$ cat src/rtl/countdown_pkg.sv
// Shared types and constants for the countdown run-control slice.
// Compile-time only; no logic, no latency, no flow control.
package countdown_pkg;

    typedef enum logic [2:0] {
        IDLE,
        RUN,
        PAUSE,
        DONE,
        RELOAD
    } state_t;

    localparam int TICK_DIV_1HZ = 100_000_000;
    localparam int TICK_DIV_SIM = 4;

endpackage

$ cat src/rtl/tick_prescaler.sv
// Free-running divider: pulses tick once every TICK_DIV cycles while run is high.
// Latency: tick is combinational from the count register; the count holds when run is low.
// Backpressure: none; clr (or rst) forces the phase back to zero.
module tick_prescaler
    import countdown_pkg::*;
#(
    parameter int TICK_DIV = TICK_DIV_1HZ,
    parameter int DIV_W    = 27
) (
    input  logic             clk,
    input  logic             rst,
    input  logic             run,
    input  logic             clr,
    output logic             tick,
    output logic [DIV_W-1:0] count
);

    localparam logic [DIV_W-1:0] LAST = DIV_W'(TICK_DIV - 1);

    assign tick = run && (count == LAST);

    always_ff @(posedge clk) begin
        if (rst || clr) begin
            count <= '0;
        end else if (run) begin
            count <= tick ? '0 : count + DIV_W'(1);
        end
    end

endmodule

$ cat src/rtl/countdown_ctrl.sv
// Start/pause/clear run control for the min/sec down-counters; AUTO_RELOAD_EN adds a one-cycle RELOAD on terminal tick.
// Latency: enables/tick combinational from registered state and prescaler; state changes one edge after a pulse.
// Backpressure: none; pulse inputs are consumed in the cycle they arrive (clear > pause > start).
module countdown_ctrl
    import countdown_pkg::*;
#(
    parameter int TICK_DIV = TICK_DIV_1HZ,
    parameter int DIV_W    = 27
) (
    input  logic clk,
    input  logic rst,
    input  logic start_pulse,
    input  logic pause_pulse,
    input  logic clear_pulse,
    input  logic sec_is_zero,
    input  logic min_is_zero,
    output logic sec_count_en,
    output logic min_count_en,
    output logic load_n,
    output logic tick,
    output logic running,
    output logic done
);

    state_t             state;
    state_t             state_nxt;
    logic               presc_run;
    logic               presc_clr;
    logic [DIV_W-1:0]   unused_presc_count;
    logic               terminal;

    // PAUSE keeps the prescaler phase so a resume lands on the same sub-second offset
    assign presc_run = (state == RUN);
    assign presc_clr = (state != RUN) && (state != PAUSE);
    assign terminal  = sec_is_zero && min_is_zero;

    tick_prescaler #(
        .TICK_DIV (TICK_DIV),
        .DIV_W    (DIV_W)
    ) u_prescaler (
        .clk   (clk),
        .rst   (rst),
        .run   (presc_run),
        .clr   (presc_clr),
        .tick  (tick),
        .count (unused_presc_count)
    );

    always_ff @(posedge clk) begin
        if (rst) begin
            state <= IDLE;
        end else begin
            state <= state_nxt;
        end
    end

    always_comb begin
        state_nxt    = state;
        sec_count_en = 1'b0;
        min_count_en = 1'b0;
        case (state)
            IDLE: begin
                if (clear_pulse) begin
                    state_nxt = IDLE;
                end else if (start_pulse) begin
                    state_nxt = terminal ? DONE : RUN;
                end
            end
            RUN: begin
                if (clear_pulse) begin
                    state_nxt = IDLE;
                end else begin
                    // a pause on a tick still lets that tick's decrement through
                    if (tick && !terminal) begin
                        sec_count_en = 1'b1;
                        min_count_en = sec_is_zero & ~min_is_zero;
                    end
                    if (tick && terminal) begin
`ifdef AUTO_RELOAD_EN
                        state_nxt = RELOAD;
`else
                        state_nxt = DONE;
`endif
                    end else if (pause_pulse) begin
                        state_nxt = PAUSE;
                    end
                end
            end
            PAUSE: begin
                if (clear_pulse) begin
                    state_nxt = IDLE;
                end else if (pause_pulse || start_pulse) begin
                    state_nxt = RUN;
                end
            end
            DONE: begin
                if (clear_pulse) begin
                    state_nxt = IDLE;
                end
            end
`ifdef AUTO_RELOAD_EN
            RELOAD: begin
                state_nxt = clear_pulse ? IDLE : RUN;
            end
`endif
            default: begin
                state_nxt = IDLE;
            end
        endcase
    end

`ifdef AUTO_RELOAD_EN
    assign load_n  = !((state == IDLE) || (state == RELOAD));
`else
    assign load_n  = (state != IDLE);
`endif
    assign running = (state == RUN);
    assign done    = (state == DONE);

endmodule

$ cat config.mk
export PLATFORM = sky130hd
export DESIGN_NAME = countdown_ctrl
export DESIGN_NICKNAME = d
export VERILOG_FILES = /design/src/rtl/countdown_pkg.sv /design/src/rtl/tick_prescaler.sv /design/src/rtl/countdown_ctrl.sv
export SDC_FILE = /design/constraint.sdc
export NUM_CORES = 1
export LEC_CHECK = 0
export BUFFER_PORTS_ARGS = -buffer_cell sky130_fd_sc_hd__buf_2
export CORE_ASPECT_RATIO = 2
export CORE_MARGIN = 4
export CORE_UTILIZATION = 40
export DETAILED_ROUTE_END_ITERATION = 8
export SLEW_MARGIN = 20
export SYNTH_ARGS = -nofsm -noshare
export SYNTH_HDL_FRONTEND = slang
export SYNTH_SLANG_ARGS = --single-unit
$ cat constraint.sdc
create_clock -name clk -period 1.7 [get_ports clk]
set_input_delay 0.085 -clock clk [delete_from_list [all_inputs] [get_ports clk]]
set_output_delay 0.085 -clock clk [all_outputs]
set_load 0.02 [all_outputs]
==> results of run 1 <==
-- kinds of logic (layout without fill, tap and decap cells) --
kind of cell / Yosys count / after routing / synth area share
AOI/OAI and AO/OA: 17 / 17 / 0.07528
buffers and inverters: 12 / 74 / 0.03058
muxes: 2 / 2 / 0.01255
xor gates and xnor gates: 21 / 21 / 0.1153
and+or+nand+nor: 103 / 103 / 0.3631
adders and majority gates: 5 / 5 / 0.03922
DFF: 29 / 29 / 0.3639
-- metrics by stage --
stage | setup TNS [ns] | area [µm²] | total power [mW] | cells
floorplan | 0 | 1674 | 0.7369 | 189
global placement | -0.2315 | 2034 | 0.7687 | 281
detailed placement | -0.5987 | 2034 | 0.7704 | 281
CTS | -0.3227 | 2263 | 1.337 | 295
global route | -1.579 | 2456 | 1.383 | 302
finish | -0.6384 | 2456 | 1.335 | 302
-- routing by layer --
layer,track usage,wire (µm)
met4,0.1181,199
met2,0.3506,2915
met5,0,0
met1,0.1830,1795
met3,0.03379,143
-- Yosys cell counts, drive strengths merged (3+ instances only) --
cell | count | area, µm²
xor2 | 11 | 96.34
a21oi | 5 | 25.02
nand2 | 20 | 75.07
nand3 | 9 | 45.04
ha | 5 | 62.56
and3 | 5 | 31.28
inv | 7 | 26.28
dfxtp | 29 | 580.6
nand4 | 9 | 68.81
nor2 | 30 | 112.6
nor4 | 6 | 73.82
and4 | 3 | 26.28
buf | 4 | 18.76
xnor2 | 10 | 87.58
nor3 | 8 | 50.05
-- power breakdown --
| group | switching [mW] | internal (mW) |
|---|---|---|
| combinational | 0.0478 | 0.0442 |
| clock | 0.244 | 0.320 |
| sequential | 0.00203 | 0.677 |
| total | 0.294 | 1.04 |
-- critical path, cell delays in order, from the launching register on --
cell	delay [ns]
sky130_fd_sc_hd__dfxtp_4	0.36
sky130_fd_sc_hd__nor4_4	0.29
sky130_fd_sc_hd__nand2_2	0.12
sky130_fd_sc_hd__nor3_4	0.24
sky130_fd_sc_hd__nand2_4	0.10
sky130_fd_sc_hd__nor4b_4	0.20
sky130_fd_sc_hd__buf_4	0.18
-- repair_timing --
action	CTS	global route
buffers inserted	7	6
endpoints found under the setup margin	25	27
resized for setup	25	29
pin swaps	10	15
hold endpoints to repair	0	0
cloned	0	2
-- final timing paths --
kind	cells after the start	slack, ns	end
worst max register to register	7	-0.11	u_prescaler.count[25]$_SDFFE_PP0P_
worst max-delay path	6	-0.16	min_count_en
worst min register to register	2	0.52	state[1]$_SDFFE_PP0P_
worst min-delay path	4	0.13	state[1]$_SDFFE_PP0P_
-- flip-flops by register name, indices dropped and copies added, names as in the netlist --
name	count
u_prescaler.count	27
state	2
-- cell type report --
| cell class | instances | area [µm²] | share of cell area |
|---|---|---|---|
| Clock buffer | 7 | 86.33 | 0.03515 |
| Multi-Input combinational cell | 148 | 1174 | 0.4778 |
| Sequential cell | 29 | 600.6 | 0.2445 |
| Inverter | 7 | 26.28 | 0.01070 |
| Timing Repair Buffer | 60 | 505.5 | 0.2058 |
| Tap cell | 51 | 63.81 | 0.02598 |
==> impl.org, run 1 <==
** STA
- Worst hold slack after final layout :: 0.1306 ns
- Setup clock skew after layout :: 0.002644 ns
- The final count of hold timing violations is 0.
- Measured against its own limit, the worst slew margin works out to 0.7900.
- Final max-slew violation count :: 0
- Slew at the pin closest to its max-slew limit :: 0.3126 ns
- Setup violations remaining at the end of the flow were counted as 12.
- Final clock period utilization by the worst path :: 1.091
- RSZ-0062 raised after global routing :: yes
- Setup slack on the critical path of the routed design comes to -0.1552 ns.
- After layout, the minimum clock period comes to 1.855 ns.
- For this run, the top clock speed supported by timing is 539.0 MHz.

** Critical path
- Setup crit start :: u_prescaler.count[9]$_SDFFE_PP0P_
- At the worst endpoint, the arrival time is 1.77 ns.
- CP Data Required Time :: 1.62 ns
- Startpoint Class :: flop
- The startpoint identified for the worst register-to-register timing path is u_prescaler.count[9]$_SDFFE_PP0P_.
- Along the worst path, the maximum fanout reaches 3.
- The worst setup path is captured at an output port.
- The critical path is of the reg2out type.

** Route
- Number of vias per cell after detailed routing :: 5.480
- Number of DRC markers after the initial detailed-route iteration :: 52
- Routed WL :: 5054 µm
- The count of nets left with antenna violations once routing finished came out at 0.
- For this run, design rule violations remaining after detail routing come to 0.
- Wire length per cell :: 16.74 µm
- The pre-antenna-repair detailed-routing pass consisted of 4 iterations.
- Total number of vias :: 1655

** Placed design
- Buffers placed on the I/O ports in this run total 12.
- Prior to clock tree synthesis, the placed netlist has a worst setup slack of -0.08596 ns.
- Detail Placement HPWL :: 3440 µm
- Gp weighted congestion :: 0.8738

** Global route
- Number of global-route vias before repair :: 1691
- In the global route stage, overall resource usage came out at 0.1918.
- The initial antenna violation count is 0.
- Wire length of the first global-routing pass :: 7403 µm
- Entering global routing, the biggest net connects 18 pins.
- Gr ovfl total :: 0

** Synthesis
- Post-Synthesis Cells :: 189
- Each instance of the synthesized netlist takes up on average 8.441 µm².
- Among all flip-flop cells after synthesis, the most frequent one is sky130_fd_sc_hd__dfxtp_1.
- Flop and latch count out of synthesis :: 29
- After synthesis, the share of flip-flops with an asynchronous set or reset is 0.
- Count of flip-flops with a built-in enable after synthesis :: 0
- For this run, the register share of the synthesized area comes to 0.3639.
- During synthesis, Yosys emitted a total of 0 warnings.
- The cell area that synthesis handed to floorplanning was 0.001595 mm².
- The number of nets in the synthesized netlist is 201.
- Synthesis instantiated 40 different standard cells from the library.

** Worst hold path
- Min-delay worst type :: in2reg
- Origin of the worst min-delay path :: rst

** Power
- The worst-case IR drop observed on VDD is 0.5898 mV.
- Power density over the cells :: 543.7 mW/mm²
- Static Leakage :: 1.024 nW

** Cells and area
- Core occupancy in the finished layout :: 0.6390
- Of the cells placed in the final design, the portion with a size suffix greater than 1 is 0.4622.
- Layout overhead on the synthesized area :: 53.96%
- The final layout contains 263 nets.
- Leading cell type in the layout, fill and taps excluded :: sky130_fd_sc_hd__buf_4
- Leaving out fill and tap cells, the most frequent cells in the layout are sky130_fd_sc_hd__buf_4 (40), sky130_fd_sc_hd__nor2_1 (23), sky130_fd_sc_hd__dfxtp_1 (19).
- Filler instances :: 316
- The repair_antennas step left the layout with diodes totalling 0.

** Floorplanning
- The die is 97.31 µm tall.
- The floorplan step defined a die boundary enclosing 0.005124 mm².
- Std cell rows :: 32
- Pin placement for this block handled 13 I/O pins.
- Area of the core :: 0.003844 mm²
- Measured along the x axis, the die boundary spans 52.66 µm.
- The initial utilization of the core area, before any placement, comes to 0.4150.

** Flow run
- The tool flagged a number of max-cap violations equal to 0.

** Clock network
- Clock tree synthesis inserted a total of 5 buffers.
- The clock passes through at most 2 buffers.
- After clock tree synthesis, the clock-pin slew on the worst setup and hold paths is 0.06 ns.
- The number of hold buffers added after CTS was 0.
- Count of H-tree levels built during CTS :: 2
- Root cell of the clock tree :: sky130_fd_sc_hd__clkbuf_8
- Sinks on Clock Net :: 29
- Clock tree from TritonCTS :: built
- Clock latency reported for the late side of the worst-skew pair :: 0.27 ns

** Run status
- The run finished, with violations left.
- The final reports fail on negative setup slack.
Note: power is estimated with default switching activity, not from simulation.
==> run 2: changes to the inputs <==
- CORE_ASPECT_RATIO: 2 -> 0.6
- TNS_END_PERCENT: not set -> 50
==> impl.org, run 2 (same netlist as run 1, synthesis figures left out) <==
** Placed design
- Gp weighted congestion :: 0.8244
- Detail Placement HPWL :: 3165 µm
- The count of buffers added on input and output ports is 12.

** Clock network
- Count of H-tree levels built during CTS :: 2
- Clock-pin slew was measured on the worst setup and hold paths at 0.07 ns.
- The longest clock path from root to sink contains 2 buffers.
- TritonCTS built the clock tree.
- The root buffer cell chosen for the clock tree is sky130_fd_sc_hd__clkbuf_8.
- Sinks on Clock Net :: 29
- In this run, post-CTS hold repair placed 0 buffers.
- Counting the buffers created by CTS gives 5.
- Clock latency reported for the late side of the worst-skew pair :: 0.28 ns

** Cells and area
- Largest registers in the final layout :: u_prescaler.count (27), state (2)
- Leading cell type in the layout, fill and taps excluded :: sky130_fd_sc_hd__buf_4
- The repair_antennas step left the layout with diodes totalling 0.
- In the final layout, the share of cells above drive strength 1 is 0.4395.
- The register with the most flip-flops in the layout has 27 of them.
- Count of nets after finishing :: 259
- Leaving out fill and tap cells, the most frequent cells in the layout are sky130_fd_sc_hd__buf_4 (43), sky130_fd_sc_hd__nor2_1 (30), sky130_fd_sc_hd__nand2_1 (17), sky130_fd_sc_hd__dfxtp_1 (17), sky130_fd_sc_hd__xor2_1 (11).
- Layout overhead on the synthesized area :: 48.39%
- Measured on the finished design, the core utilization comes to 0.6324.
- u_prescaler.count holds more flip-flops than any other register.

** STA
- For this run, the top clock speed supported by timing is 550.7 MHz.
- Post-layout min period :: 1.816 ns
- Final max-slew violation count :: 0
- Final hold analysis gives a worst-case slack of 0.1020 ns.
- Between clock sinks in the finished design, the worst skew comes to 0.007018 ns.
- Slew at the pin closest to its max-slew limit :: 0.4000 ns
- Minimum setup slack in the final design :: -0.1157 ns
- Final clock period utilization by the worst path :: 1.068
- # setup viols final :: 22
- Final Hold Vio Count :: 0
- Relative slew slack :: 0.7309
- RSZ-0062 raised after global routing :: yes
- Setup Total Neg Slack :: -0.5301 ns

** Route
- Post-route met1 wirelength :: 2186 µm
- Summed over all nets, wire length on met3 after detailed routing comes to 280 µm.
- Summing over every cut layer, the via total after detailed routing is 1556.
- The detailed router finished its first iteration with 95 violations.
- Number of vias per cell after detailed routing :: 5.275
- Routed WL :: 4439 µm
- The detailed router used layers up to and including met4.
- Detailed-router iteration count before antenna repair :: 4
- In the routed design, unresolved DRC markers number 0.
- Wire length per cell :: 15.05 µm
- In this run the remaining antenna-violating nets after routing total 0.
- The routed design uses 1914 µm of met2 wire.

** Global route
- The initial antenna violation count came to 0.
- In the global route stage, overall resource usage came out at 0.1816.
- The via count of the first global-routing pass was 1552.
- The first global-routing pass estimated 7148 µm of wire.
- Entering global routing, the biggest net connects 18 pins.
- For this run the aggregate overflow at the end of global routing stands at 0.

** Floorplanning
- Die footprint :: 0.005096 mm²
- Area of the core :: 0.003744 mm²
- Effective utilization at floorplan :: 0.4261
- In this run the horizontal extent of the chip is 89.53 µm.
- The die is 56.92 µm tall.
- Number of placed I/O pins :: 13
- Std cell rows :: 17

** Run status
- The checks that failed: negative setup slack.
- Outcome :: finished with violations

** Power
- Power density over the cells :: 590.5 mW/mm²
- VDD IR-drop max :: 0.3850 mV
- Static Leakage :: 0.9680 nW

** Worst hold path
- The path class of the tightest hold or removal check is in2reg.
- The worst hold path was traced through 4 stages.

** Critical path
- By startpoint and endpoint, the worst setup path is classified as reg2out.
- Worst path arrival time :: 1.73 ns
- Of all nets on the critical path, the largest fanout is 3.
- STA classifies the critical path endpoint as an output port.
- For the worst flop-to-flop path, the logic depth is 5.
- CP Data Required Time :: 1.62 ns
- Startpoint Class :: flop

** Flow run
- Maximum Capacitance Violations :: 0
-- run 2: changes by cell type in the layout (fill, tap and decap cells not counted), sizes merged --
cell / delta
buf: -3
clkbuf: -1
clkinv: +1
-- run 2: where the power goes --
group	leakage (nW)	internal, mW	total, mW	switching, mW
Clock	0.0542	0.365	0.634	0.268
Combinational	0.673	0.0402	0.0841	0.0439
Sequential	0.241	0.677	0.680	0.00300
-- run 2: metal layers --
metal | vias to the layer above | global-route usage
met5 | - | 0
li1 | 787 | -
met2 | 38 | 0.2697
met1 | 724 | 0.2559
met3 | 7 | 0.04545
met4 | 0 | 0.05945
-- run 2: critical path, stage by stage, from the launching register on --
cell and delay, ns:
sky130_fd_sc_hd__dfxtp_2 0.34, sky130_fd_sc_hd__nor4b_4 0.28, sky130_fd_sc_hd__nand2_2 0.12, sky130_fd_sc_hd__nor3_4 0.22
sky130_fd_sc_hd__nand2_4 0.10, sky130_fd_sc_hd__nor4b_4 0.21, sky130_fd_sc_hd__buf_4 0.18
-- run 2: cell type report --
type,count,area (µm²)
Fill cell,300,1376
Multi-Input combinational cell,148,1140
Sequential cell,29,603.1
Timing Repair Buffer,56,435.4
Clock buffer,7,96.34
Tap cell,47,58.81
Inverter,7,28.78
Clock inverter,1,5.005
-- run 2: repair_timing --
item / 4_1_cts / 5_1_grt
gates cloned: 0 / 1
pin swaps: 8 / 10
buffers inserted: 5 / 1
gates resized for setup: 22 / 23
setup endpoints to repair: 8 / 27
-- run 2: final timing paths --
kind	from	end	slack [ns]
worst min-delay path	rst	state[1]$_SDFFE_PP0P_	0.10
worst max-delay path	u_prescaler.count[11]$_SDFFE_PP0P_	min_count_en	-0.12
worst min register to register	state[1]$_SDFFE_PP0P_	state[1]$_SDFFE_PP0P_	0.52
worst max register to register	u_prescaler.count[21]$_SDFFE_PP0P_	u_prescaler.count[20]$_SDFFE_PP0P_	-0.05
-- run 2: through the flow --
stage	std cells	total power, mW	instance area [µm²]	setup slack [ns]
2_1_floorplan	189	0.7369	1662	-0.06173
3_3_place_gp	280	0.7674	2041	-0.01216
3_5_place_dp	280	0.7691	2041	-0.07486
4_1_cts	293	1.404	2252	-0.1178
5_1_grt	295	1.457	2367	-0.2082
6_report	295	1.398	2367	-0.1157
==> run 3: changes to the inputs <==
==> constraint.sdc (replaced) <==
create_clock -name clk -period 1.7 [get_ports clk]
set_input_delay 0.255 -clock clk [delete_from_list [all_inputs] [get_ports clk]]
set_output_delay 0.255 -clock clk [all_outputs]
set_load 0.02 [all_outputs]
==> impl.org, run 3 (same netlist as run 1, synthesis figures left out) <==
** STA
- Final max-slew violation count :: 0
- Final clock period utilization by the worst path :: 1.170
- Setup Total Neg Slack :: -1.537 ns
- Setup clock skew after layout :: 0.005609 ns
- Setup violations remaining at the end of the flow were counted as 9.
- Once routing completed, OpenROAD measured the worst setup slack at -0.2885 ns.
- Final Hold Vio Count :: 0
- For the pin with the worst max-slew slack, the measured transition is 0.3394 ns.
- RSZ-0062 raised after global routing :: yes
- Post-layout min period :: 1.988 ns
- Relative slew slack :: 0.7720
- Maximum clock frequency :: 502.9 MHz

** Clock network
- TritonCTS built the clock tree.
- The clock reaches the later pin of the worst-skew pair after 0.28 ns.
- Worst-path clk slew :: 0.07 ns
- In this run the number of H-tree levels came out at 2.
- Root cell of the clock tree :: sky130_fd_sc_hd__clkbuf_8
- TritonCTS created 5 clock buffers.
- Buffers from clock root to sink, at most :: 2
- Sinks on Clock Net :: 29
- After clock tree synthesis, the flow added hold-fix buffers numbering 0.

** Power
- IR analysis of the VDD net gives a maximum drop of 0.5049 mV.
- Static Leakage :: 1.057 nW
- In this run the power density over the cells is 528.7 mW/mm².

** Cells and area
- Share of cells above drive strength 1 :: 0.4607
- The final layout contains 278 nets.
- Biggest register :: u_prescaler.count
- Flip-flop count of the largest register, all copies and words added :: 27
- In the final layout, the registers with the most flip-flops are u_prescaler.count (27), state (2).
- Leaving out fill and tap cells, the most frequent cell in the layout is sky130_fd_sc_hd__buf_4.
- The library cells used most frequently in the layout, excluding fill and tap cells, are sky130_fd_sc_hd__buf_4 (59), sky130_fd_sc_hd__nor2_1 (29), sky130_fd_sc_hd__dfxtp_1 (18).
- Core occupancy in the finished layout :: 0.6614
- Fill cells in the final layout number 299.
- Summing all multi-input logic gate instances after layout gives 0.001124 mm².
- Layout overhead on the synthesized area :: 55.22%
- Total inserted antenna cells :: 0
- Summing all flip-flop and latch instances after layout gives 599.3 µm².

** Route
- In the final routed layout, each cell accounts on average for 15.00 µm.
- After detailed routing, the number of vias per cell comes to 5.328.
- The first detailed-routing pass took 4 iterations.
- DRC errors left :: 0
- DRT antenna net count :: 0
- Total number of vias :: 1673
- Routed WL :: 4710 µm
- Number of DRC markers after the initial detailed-route iteration :: 84

** Worst hold path
- Min-delay worst type :: in2reg
- Number of instances on the worst hold path :: 4

** Critical path
- Worst Path Max Fanout :: 2
- In this design, the stage delay of the slowest critical-path cell is 0.38 ns.
- The worst setup path is captured at a flop.
- Data arrives at the worst endpoint at 2.16 ns.
- STA classifies the critical path startpoint as a flop.
- For this design, the slowest cell found on the critical path is sky130_fd_sc_hd__or3_4.
- Kind of critical path :: reg2reg
- Walking the worst path, the cells encountered are nor4b_4 -> nand2_2 -> buf_4 -> buf_6 -> or3_4 -> o211a_1 -> o311a_1.
- The worst register-to-register path has a depth of 7.
- CP Data Required Time :: 1.87 ns

** Placed design
- Detail Placement HPWL :: 3501 µm
- Routability-driven placement finished with a final weighted congestion of 0.8327.
- Before CTS, the worst setup slack after placement is -0.1660 ns.
- Buffers on Ports :: 12

** Run status
- Failing checks :: negative setup slack
- Outcome :: finished with violations

** Floorplanning
- Measured along the y axis, the die boundary spans 56.92 µm.
- Effective utilization at floorplan :: 0.4261
- After floorplanning, the core was sized to cover 0.003744 mm².
- The die is 89.53 µm wide.
- Std cell rows :: 17
- Number of placed I/O pins :: 13
- Die footprint :: 0.005096 mm²

** Global route
- Global-route usage over all layers :: 0.1897
- The first global-routing pass estimated 7376 µm of wire.
- Gr ovfl total :: 0
- The initial antenna violation count is 0.
- Entering global routing, the biggest net connects 18 pins.
- Number of global-route vias before repair :: 1577

** Flow run
- Maximum Capacitance Violations :: 0
[run 3: through the flow]
stage / total power, mW / hold WS, ns / area, µm² / instances
final: 1.309 / 0.3113 / 2476 / 314
after global routing: 1.365 / 0.3258 / 2476 / 314
after CTS: 1.319 / 0.2821 / 2389 / 309
after detailed placement: 0.7691 / 0.5348 / 2195 / 298
after global placement: 0.7670 / 0.5323 / 2195 / 298
after floorplan: 0.7365 / 0.4287 / 1680 / 189
[run 3: where the power goes]
group	total (mW)	switching, mW	internal (mW)
Sequential	0.680	0.00172	0.678
Combinational	0.0792	0.0422	0.0370
Clock	0.550	0.268	0.282
[run 3: worst max-delay path: cells and delay by family (launching register included)]
family,cells,cell delay [ns]
buffers and inverters,2,0.26
AO/OA/AOI/OAI,2,0.47
AND/OR/NAND/NOR,3,0.82
flip-flops,1,0.33
[run 3: cell type report]
class | count | area share
Multi-Input combinational cell | 148 | 0.4538
Sequential cell | 29 | 0.2420
Timing Repair Buffer | 75 | 0.2350
Clock buffer | 5 | 0.02779
Tap cell | 47 | 0.02375
Inverter | 7 | 0.01061
Clock inverter | 3 | 0.007074
[run 3: worst paths after layout]
| kind | start | to | slack [ns] |
|---|---|---|---|
| setup / recovery | u_prescaler.count[11]$_SDFFE_PP0P_ | u_prescaler.count[20]$_SDFFE_PP0P_ | -0.29 |
| hold reg to reg | u_prescaler.count[26]$_SDFFE_PP0P_ | u_prescaler.count[26]$_SDFFE_PP0P_ | 0.56 |
| setup reg to reg | u_prescaler.count[11]$_SDFFE_PP0P_ | u_prescaler.count[20]$_SDFFE_PP0P_ | -0.29 |
| hold / removal | rst | state[1]$_SDFFE_PP0P_ | 0.31 |
[run 3: what timing repair did]
action,4_1_cts,5_1_grt
resized for setup,22,17
pin swaps,12,12
setup endpoints to repair,26,27
buffers inserted,3,5
[run 3: routing by layer]
metal,GRT usage,share of wire,vias to the layer above
met5,0,0,-
met4,0.06369,0.022,0
met3,0.03959,0.058,9
met2,0.2823,0.45,47
met1,0.2707,0.47,798
li1,-,-,819
